**config.mk**
```make
export PLATFORM = sky130hd
export DESIGN_NAME = seq_detect_sched
export DESIGN_NICKNAME = d
export VERILOG_FILES = /design/src/rtl/seq_detect_sched.sv
export SDC_FILE = /design/constraint.sdc
export NUM_CORES = 1
export LEC_CHECK = 0
export ABC_AREA = 1
export CAP_MARGIN = 20
export CORE_MARGIN = 1.5
export CORE_UTILIZATION = 46
export CTS_CLUSTER_SIZE = 8
export DETAILED_ROUTE_END_ITERATION = 16
export GPL_ROUTABILITY_DRIVEN = 0
export PLACE_DENSITY_LB_ADDON = 0.3
export SLEW_MARGIN = 5
export SYNTH_ARGS = -nofsm -noshare
export SYNTH_HDL_FRONTEND = slang
export SYNTH_SLANG_ARGS = --single-unit
```
**constraint.sdc**
```tcl
create_clock -name CLK -period 4.65 [get_ports CLK]
set_input_delay 0.6975 -clock CLK [delete_from_list [all_inputs] [get_ports CLK]]
set_output_delay 0.6975 -clock CLK [all_outputs]
set_load 0.05 [all_outputs]
```
**src/rtl/seq_detect_sched.sv**
```systemverilog
// seq_detect_sched
//   Round-robin scheduler that shares one serial "00"/"11" sequence detector
//   between N_REQ requesters. A granted word is shifted LSB first onto the
//   detector after a one-cycle clear. The detector's "00" and "11" reports
//   are counted, and the counts are returned with the requester ID over a
//   valid/ready response port.
//
// Ports
//   CLK, RST     clock; synchronous active-high reset
//   REQ_VALID    per-requester request valid
//   REQ_DATA     request words, requester i at [i*WORD_W +: WORD_W]
//   REQ_READY    one-hot accept, asserted only in the grant cycle
//   DET_RST      clear to the shared detector (RST or CLR state)
//   DET_DATA     serial bit to the shared detector
//   DET_OUT      detector result: 00 none, 01 "00", 10 "11", 11 illegal
//   RSP_VALID    response valid, held until RSP_READY
//   RSP_READY    response accept
//   RSP_ID       index of the served requester
//   RSP_CNT00    saturating count of DET_OUT==01 reports
//   RSP_CNT11    saturating count of DET_OUT==10 reports
module seq_detect_sched #(
    parameter int N_REQ   = 4,
    parameter int WORD_W  = 8,
    parameter int CNT_W   = 4,
    parameter int DET_LAT = 2
) (
    input  logic                      CLK,
    input  logic                      RST,
    input  logic [N_REQ-1:0]          REQ_VALID,
    input  logic [N_REQ*WORD_W-1:0]   REQ_DATA,
    output logic [N_REQ-1:0]          REQ_READY,
    output logic                      DET_RST,
    output logic                      DET_DATA,
    input  logic [1:0]                DET_OUT,
    output logic                      RSP_VALID,
    input  logic                      RSP_READY,
    output logic [$clog2(N_REQ)-1:0]  RSP_ID,
    output logic [CNT_W-1:0]          RSP_CNT00,
    output logic [CNT_W-1:0]          RSP_CNT11
);

    localparam int ID_W   = $clog2(N_REQ);
    localparam int T_LAST = WORD_W + DET_LAT - 1;
    localparam int T_W    = $clog2(WORD_W + DET_LAT);

    typedef enum logic [2:0] {
        S_IDLE,
        S_CLR,
        S_SHIFT,
        S_DRAIN,
        S_RESP
    } state_t;

    state_t             r_state;
    state_t             w_next;
    logic [ID_W-1:0]    r_ptr;
    logic [ID_W-1:0]    r_id;
    logic [WORD_W-1:0]  r_word;
    logic [T_W-1:0]     r_t;
    logic [CNT_W-1:0]   r_cnt00;
    logic [CNT_W-1:0]   r_cnt11;

    logic               w_grant_ok;
    logic [ID_W-1:0]    w_grant;
    logic [WORD_W-1:0]  w_sel_word;
    int unsigned        w_dist;
    int unsigned        w_best;

    // Round-robin pick: rank each valid requester by its distance past the
    // pointer (ptr+1 ranks 0, ptr itself ranks N_REQ-1) and keep the nearest.
    always_comb begin
        w_grant_ok = 1'b0;
        w_grant    = '0;
        w_best     = N_REQ;
        w_dist     = 0;
        for (int unsigned i = 0; i < N_REQ; i++) begin
            w_dist = (i + 32'(N_REQ) - 1 - 32'(r_ptr)) % 32'(N_REQ);
            if (REQ_VALID[i] && (w_dist < w_best)) begin
                w_best     = w_dist;
                w_grant    = ID_W'(i);
                w_grant_ok = 1'b1;
            end
        end
    end

    always_comb begin
        w_sel_word = '0;
        for (int unsigned i = 0; i < N_REQ; i++) begin
            if (w_grant == ID_W'(i)) begin
                w_sel_word = REQ_DATA[i*WORD_W +: WORD_W];
            end
        end
    end

    always_comb begin
        w_next = r_state;
        unique case (r_state)
            S_IDLE:  if (w_grant_ok) w_next = S_CLR;
            S_CLR:   w_next = S_SHIFT;
            S_SHIFT: if (r_t == T_W'(WORD_W - 1)) w_next = S_DRAIN;
            S_DRAIN: if (r_t == T_W'(T_LAST)) w_next = S_RESP;
            S_RESP:  if (RSP_READY) w_next = S_IDLE;
            default: w_next = S_IDLE;
        endcase
    end

    // Outputs are gated with RST so the reset values show during the reset
    // cycle itself, not only after the synchronous reset has taken effect.
    always_comb begin
        REQ_READY = '0;
        for (int unsigned i = 0; i < N_REQ; i++) begin
            REQ_READY[i] = !RST && (r_state == S_IDLE) && w_grant_ok &&
                           (w_grant == ID_W'(i));
        end
        DET_RST   = RST || (r_state == S_CLR);
        DET_DATA  = !RST && (r_state == S_SHIFT) && r_word[0];
        RSP_VALID = !RST && (r_state == S_RESP);
        RSP_ID    = r_id;
        RSP_CNT00 = r_cnt00;
        RSP_CNT11 = r_cnt11;
    end

    always_ff @(posedge CLK) begin
        if (RST) begin
            r_state <= S_IDLE;
            r_ptr   <= ID_W'(N_REQ - 1);
            r_id    <= '0;
            r_word  <= '0;
            r_t     <= '0;
            r_cnt00 <= '0;
            r_cnt11 <= '0;
        end else begin
            r_state <= w_next;
            unique case (r_state)
                S_IDLE: begin
                    if (w_grant_ok) begin
                        r_ptr  <= w_grant;
                        r_id   <= w_grant;
                        r_word <= w_sel_word;
                    end
                end
                S_CLR: begin
                    r_cnt00 <= '0;
                    r_cnt11 <= '0;
                    r_t     <= '0;
                end
                S_SHIFT, S_DRAIN: begin
                    // r_t runs across SHIFT and DRAIN; the result for bit k
                    // arrives at r_t == k + DET_LAT, so the window is r_t >= DET_LAT.
                    r_t <= r_t + 1'b1;
                    if (r_state == S_SHIFT) begin
                        r_word <= r_word >> 1;
                    end
                    if (r_t >= T_W'(DET_LAT)) begin
                        if ((DET_OUT == 2'b01) && (r_cnt00 != '1)) begin
                            r_cnt00 <= r_cnt00 + 1'b1;
                        end
                        if ((DET_OUT == 2'b10) && (r_cnt11 != '1)) begin
                            r_cnt11 <= r_cnt11 + 1'b1;
                        end
                    end
                end
                default: ;
            endcase
        end
    end

endmodule

```
==> results of run 1 <==
==> cells in the final DEF (no fill, tap or decap), types with 2 or more instances in the layout <==
master,instances
nand3_1,31
clkbuf_8,3
nor2_2,2
nand4_1,7
buf_12,2
dfxtp_1,27
o21ai_1,4
nor4_1,2
ha_1,8
inv_1,41
or2_2,5
clkdlybuf4s50_1,52
nand2_1,53
buf_4,8
o31ai_1,2
a211oi_1,2
o211ai_1,2
nor3_1,12
a21oi_1,24
o21ai_0,11
nand2_2,4
nor2_1,22
a21oi_2,2
a31oi_1,2
==> power by group through the flow <==
| stage | Combinational [mW] | Clock, mW | Sequential [mW] |
|---|---|---|---|
| 5_1_grt | 1.14 | 0.144 | 0.352 |
| 3_3_place_gp | 0.982 | 0 | 0.344 |
| 4_1_cts | 1.01 | 0.138 | 0.342 |
| 3_5_place_dp | 1.01 | 0 | 0.347 |
| 2_1_floorplan | 0.712 | 0 | 0.389 |
| 6_report | 1.02 | 0.135 | 0.343 |
==> cell type report <==
cell class                      instances  area, um2  area share (%)
Tap cell                               48      60.06           2.382
Inverter                               41      153.9           6.104
Timing Repair Buffer                   63      633.1           25.11
Clock buffer                            4      45.04           1.787
Sequential cell                        27      540.5           21.44
Multi-Input combinational cell        204       1089           43.18
==> cells by family (layout without fill, tap and decap cells) <==
family                   after synthesis  after routing
AO/OA/AOI/OAI                         53             53
XOR/XNOR                               1              1
adder cells (fa/ha/maj)                8              8
buffers and inverters                 51            108
flip-flops                            27             27
AND/OR/NAND/NOR                      142            142
==> worst max-delay path, cell delays in order <==
cell and delay, ns:
dlymetal6s2s_1 0.13, inv_1 0.06, or2_2 0.28, ha_1 0.27, nand2_1 0.07, nand2_1 0.05
nand2_1 0.07, nand2_1 0.08, nand2_1 0.06, o21ai_1 0.08, ha_1 0.28, nand2_1 0.06
nand2_1 0.05, nand2_1 0.06, nand2_1 0.08, nand2_1 0.06, o21ai_0 0.08, ha_1 0.28
nand2_1 0.06, nand2_2 0.08, nand2_2 0.06, nand2_2 0.10, nand2_2 0.10, nor3_4 0.22
buf_12 0.16
==> state kept, by name (all words and copies together), names as in the netlist <==
register / cells
r_word: 8
RSP_CNT00: 4
RSP_CNT11: 4
r_t: 4
r_state: 3
RSP_ID: 2
r_ptr: 2
==> metrics by stage <==
step	utilization [%]	std cells	TNS, ns	hold slack [ns]	instance area (um2)
6_report	67.85	387	0	0.4735	2521
4_1_cts	67.71	387	0	0.4730	2516
2_1_floorplan	-	282	-0.1554	0.4457	1842
3_3_place_gp	66.50	383	0	0.4560	2471
3_5_place_dp	66.50	383	-0.03432	0.4604	2471
5_1_grt	67.85	387	0	0.4954	2521
==> per-layer routing <==
metal | wire [um] | GRT usage (%)
met5 | 0 | 0
met4 | 31 | 4.167
met3 | 202 | 3.578
met2 | 2285 | 41.67
met1 | 2181 | 29.07
==> worst paths after layout <==
path,from,endpoint,slack (ns),cells after the start
max,REQ_VALID[0],REQ_READY[0],0.37,25
min reg2reg,r_word[4],r_word[4],0.47,2
max reg2reg,r_ptr[1],r_word[0],1.22,25
min,r_word[4],r_word[4],0.47,2
==> repair_timing <==
item,4_1_cts,5_1_grt
endpoints found under the setup margin,1,4
gates resized for setup,1,2
hold endpoints to repair,0,0
hold buffers,0,0
pin swaps,0,1
==> impl_metrics.json, run 1 <==
{
  "status": "complete, no violations",
  "power_mw": 1.496,
  "fin_crit_sh_pct": 92.04,
  "synthCells": 282,
  "path_max_fanout": 4,
  "area_growth_pct": 38.77,
  "dieArea_um2": 4336,
  "yosysMostFrequentCell": "nand2_1",
  "crit_required_ns": 3.95,
  "seqPwrFrac_pct": 22.9,
  "drt-pass1-iter-count": 4,
  "p_int_uw": 714.4,
  "via_per_inst": 5.142,
  "synth_mux_area_share_pct": 0,
  "swShare_pct": 52.24,
  "slew-limit-headroom_pct": 66.10,
  "fin_nets": 389,
  "final-max-slew-violation-count": 0,
  "layout_min_cycle_time_ns": 4.280,
  "core_um2": 3716,
  "clockPowerShare_pct": 9.0,
  "syn_avg_cell_area_um2": 6.442,
  "dp.final_hpwl_um": 3681,
  "end_kind": "output pin",
  "ys_top_cells_by_area": "dfxtp_1 30%, nand2_1 11%, nand3_1 8.5%, inv_1 8.5%, a21oi_1 6.6%",
  "ys_types": 31,
  "clkTransAtPathRegs_ns": 0.09,
  "antenna_found_initial": 0,
  "first_iter_violations": 121,
  "drt_wl_total_um": 4700,
  "diodes": 0,
  "wire_per_inst_um": 12.14,
  "vias": 1990,
  "layout_setup_ws_ns": 0.3700,
  "fmax_mhz": 233.6,
  "synthSimpleGateAreaFrac_pct": 35.26,
  "grt_pass1_wl_um": 7948,
  "synth_edf_count": 0,
  "syn_nets": 331,
  "start_util_pct": 48.89,
  "pin_count": 58,
  "finalSetupViolCount": 0,
  "cts_max_path_buffers": 2,
  "clock_skew_ns": 0.01021,
  "portBuffers": 57,
  "grt_max_degree": 19,
  "root_buffer": "clkbuf_8",
  "cts-htree-levels": 1,
  "netlist_area_um2": 1817,
  "netlist.area_leader.share_pct": 29.75,
  "drc": 0,
  "ys_top_cells_by_count": "54 x nand2_1, 41 x inv_1, 31 x nand3_1",
  "worst_pin_slew_ns": 0.5069,
  "cts-buffers-inserted": 3,
  "clock-sinks": 27,
  "drive_above_1_share_pct": 9.145,
  "async_flop_share_pct": 0,
  "ant_nets": 0,
  "yosysSeqAreaShare_pct": 29.75,
  "grt_overflow": 0,
  "powerDensity_nw_per_um2": 593.3,
  "globalRouteTotalUtil_pct": 23.09,
  "grt_setup_unrepaired": "false",
  "drv_cap": 0,
  "grt_pass1_vias": 1864,
  "criticalPathCategory": "input pin to output pin",
  "synthAdderAreaFrac_pct": 5.510,
  "ys.flop_type": "dfxtp_1",
  "comb_power_share_pct": 68.1,
  "die_h_um": 65.85,
  "post_cts_buffers": 0,
  "fill_cells": 331,
  "ir_drop_mv": 0.2753,
  "p_leak_nw": 1.085,
  "yosys_warnings": 0,
  "synth_top_family_by_area": "simple AND/OR/NAND/NOR gates",
  "synth_xor_area_share_pct": 0.4821,
  "rows": 22,
  "yosys.area.top_type": "dfxtp_1",
  "clock_latency_ns": 0.27,
  "power_switching_uw": 781.4,
  "ys_ff_latch": 27,
  "hold_path_class": "flop to flop",
  "crit_arrival_ns": 3.58,
  "cts_tree": "yes",
  "dp_slack_ns": -0.03432,
  "synth_compound_area_share_pct": 17.15,
  "start_kind": "input pin",
  "die_x_um": 65.85,
  "finalHoldViolCount": 0
}
Power figures use the tool's default switching activity.
==> run 2, diff against run 1 <==
--- a/config.mk
+++ b/config.mk
@@ -13,6 +13,7 @@
 export DETAILED_ROUTE_END_ITERATION = 16
 export GPL_ROUTABILITY_DRIVEN = 0
 export PLACE_DENSITY_LB_ADDON = 0.3
+export REMOVE_ABC_BUFFERS = 1
 export SLEW_MARGIN = 5
 export SYNTH_ARGS = -nofsm -noshare
 export SYNTH_HDL_FRONTEND = slang
==> constraint.sdc (replaced) <==
create_clock -name CLK -period 4.8 [get_ports CLK]
set_input_delay 0.72 -clock CLK [delete_from_list [all_inputs] [get_ports CLK]]
set_output_delay 0.72 -clock CLK [all_outputs]
set_load 0.01 [all_outputs]
==> impl_metrics.json, run 2 (synthesized netlist as in run 1, its figures left out) <==
{
  "rr_startpoint": "r_ptr[1]",
  "finalSetupViolCount": 0,
  "die_x_um": 65.85,
  "dieArea_um2": 4336,
  "path_max_fanout": 4,
  "fin_crit_sh_pct": 95.76,
  "powerDensity_nw_per_um2": 542.5,
  "worst_r2r_path_depth": 27,
  "dp.final_hpwl_um": 3876,
  "final_common_cell": "nand2_1",
  "wire_per_inst_um": 12.64,
  "cts_max_path_buffers": 2,
  "largest_register_ffs": 8,
  "clkTransAtPathRegs_ns": 0.10,
  "ir_drop_mv": 0.3473,
  "via_per_inst": 5.240,
  "regToRegSetupSlack_ns": 1.32,
  "p_int_uw": 694.8,
  "comb_power_share_pct": 66.0,
  "drive_above_1_share_pct": 8.746,
  "drc": 0,
  "clock_skew_ns": 0.006498,
  "criticalPathCategory": "input pin to output pin",
  "seqPwrFrac_pct": 24.4,
  "power_mw": 1.366,
  "seqCellArea_um2": 540.5,
  "holdBufCountCts": 0,
  "crit_arrival_ns": 3.88,
  "first_iter_violations": 113,
  "layout_min_cycle_time_ns": 4.597,
  "drt_wl_total_um": 4941,
  "holdPathStages": 2,
  "drt-pass1-iter-count": 4,
  "rr_endpoint": "r_word[1]",
  "hold_path_class": "flop to flop",
  "drv_cap": 0,
  "layout.cells.non_filler": 391,
  "area_growth_pct": 38.64,
  "swShare_pct": 49.15,
  "start_util_pct": 48.89,
  "regMostFlops": "r_word",
  "antenna_found_initial": 0,
  "layout_setup_ws_ns": 0.2034,
  "met2_length_um": 2524,
  "status": "complete, no violations",
  "portBuffers": 57,
  "clock_latency_ns": 0.27,
  "finalHoldViolCount": 0,
  "dp_slack_ns": -0.2692,
  "diodes": 0,
  "start_kind": "input pin",
  "min_from": "r_word[6]",
  "grt_overflow": 0,
  "grt_max_degree": 19,
  "power_switching_uw": 671.5,
  "grt_pass1_wl_um": 8355,
  "met3WireLength_um": 163,
  "ant_nets": 0,
  "highest_layer": "met4",
  "cts-htree-levels": 1,
  "p_leak_nw": 1.095,
  "clockPowerShare_pct": 9.6,
  "multiInputGateArea_um2": 1077,
  "root_buffer": "clkbuf_8",
  "pin_count": 58,
  "globalRouteTotalUtil_pct": 24.11,
  "fill_cells": 338,
  "fin_nets": 393,
  "wl_met1_um": 2187,
  "grt_pass1_vias": 1909,
  "cts-buffers-inserted": 3,
  "dp.cells": 387,
  "crit_required_ns": 4.08,
  "final-max-slew-violation-count": 0,
  "slew-limit-headroom_pct": 73.23,
  "rows": 22,
  "final_cell_mix": "54 x nand2_1, 53 x clkdlybuf4s50_1, 41 x inv_1, 31 x nand3_1, 27 x dfxtp_1",
  "die_h_um": 65.85,
  "end_kind": "output pin",
  "vias": 2049,
  "clock-sinks": 27,
  "core_um2": 3716,
  "worst_pin_slew_ns": 0.3981,
  "whs_endpoint": "r_word[6]",
  "cts_tree": "yes",
  "fmax_mhz": 217.6
}
run 2: power groups by stage:
stage | sequential, mW | clock (mW) | combinational [mW]
2_1_floorplan | 0.333 | 0 | 0.586
3_3_place_gp | 0.335 | 0 | 0.861
3_5_place_dp | 0.337 | 0 | 0.888
4_1_cts | 0.332 | 0.134 | 0.886
5_1_grt | 0.341 | 0.145 | 1.01
6_report | 0.333 | 0.132 | 0.902
run 2: layer usage:
| metal | track usage, % | vias to the layer above |
|---|---|---|
| met1 | 29.43 | 939 |
| li1 | - | 1064 |
| met4 | 4.948 | 0 |
| met2 | 44.07 | 40 |
| met5 | 0 | - |
| met3 | 4.089 | 6 |
run 2: what timing repair did:
item,CTS,global route
setup buffers,0,0
cloned,0,0
endpoints found under the setup margin,4,3
resized for setup,5,7
run 2: critical path: stages:
cell and delay, ns:
clkdlybuf4s50_1 0.48, inv_1 0.05, or2_2 0.29, ha_1 0.28
nand2_1 0.07, nand2_1 0.04, nand2_1 0.06, nand2_1 0.10
nand2_1 0.10, o21ai_2 0.07, ha_1 0.28, nand2_1 0.06
nand2_1 0.05, nand2_1 0.06, nand2_1 0.07, o21ai_0 0.16
ha_1 0.25, nand2_1 0.08, nand2_2 0.08, a21boi_4 0.18
nor3_1 0.06, dlygate4sd2_1 0.28
run 2: per-stage QoR:
step / setup TNS [ns] / hold WS (ns) / cell area [um2] / utilization [%]
6_report: 0 / 0.4738 / 2519 / 67.78
4_1_cts: 0 / 0.4762 / 2505 / 67.41
2_1_floorplan: 0 / 0.4397 / 1755 / -
3_3_place_gp: -0.02481 / 0.4531 / 2461 / 66.23
3_5_place_dp: -0.6034 / 0.4620 / 2461 / 66.23
5_1_grt: -0.01441 / 0.5007 / 2519 / 67.78
run 2: worst max path at each step:
stage,start,slack [ns],end
finish,REQ_VALID[0],0.20,REQ_READY[2]
global route,REQ_VALID[0],-0.007,REQ_READY[2]
CTS,REQ_VALID[0],0.08,REQ_READY[0]
detailed placement,REQ_VALID[0],-0.27,REQ_READY[0]
global placement,REQ_VALID[0],-0.02,REQ_READY[0]
floorplan,REQ_VALID[0],0.37,REQ_READY[0]
run 2: final cells by class:
type,count,area share (%)
Tap cell,48,2.384
Inverter,41,6.110
Sequential cell,27,21.46
Timing Repair Buffer,67,25.34
Multi-Input combinational cell,204,42.77
Clock inverter,1,0.2981
Clock buffer,3,1.639
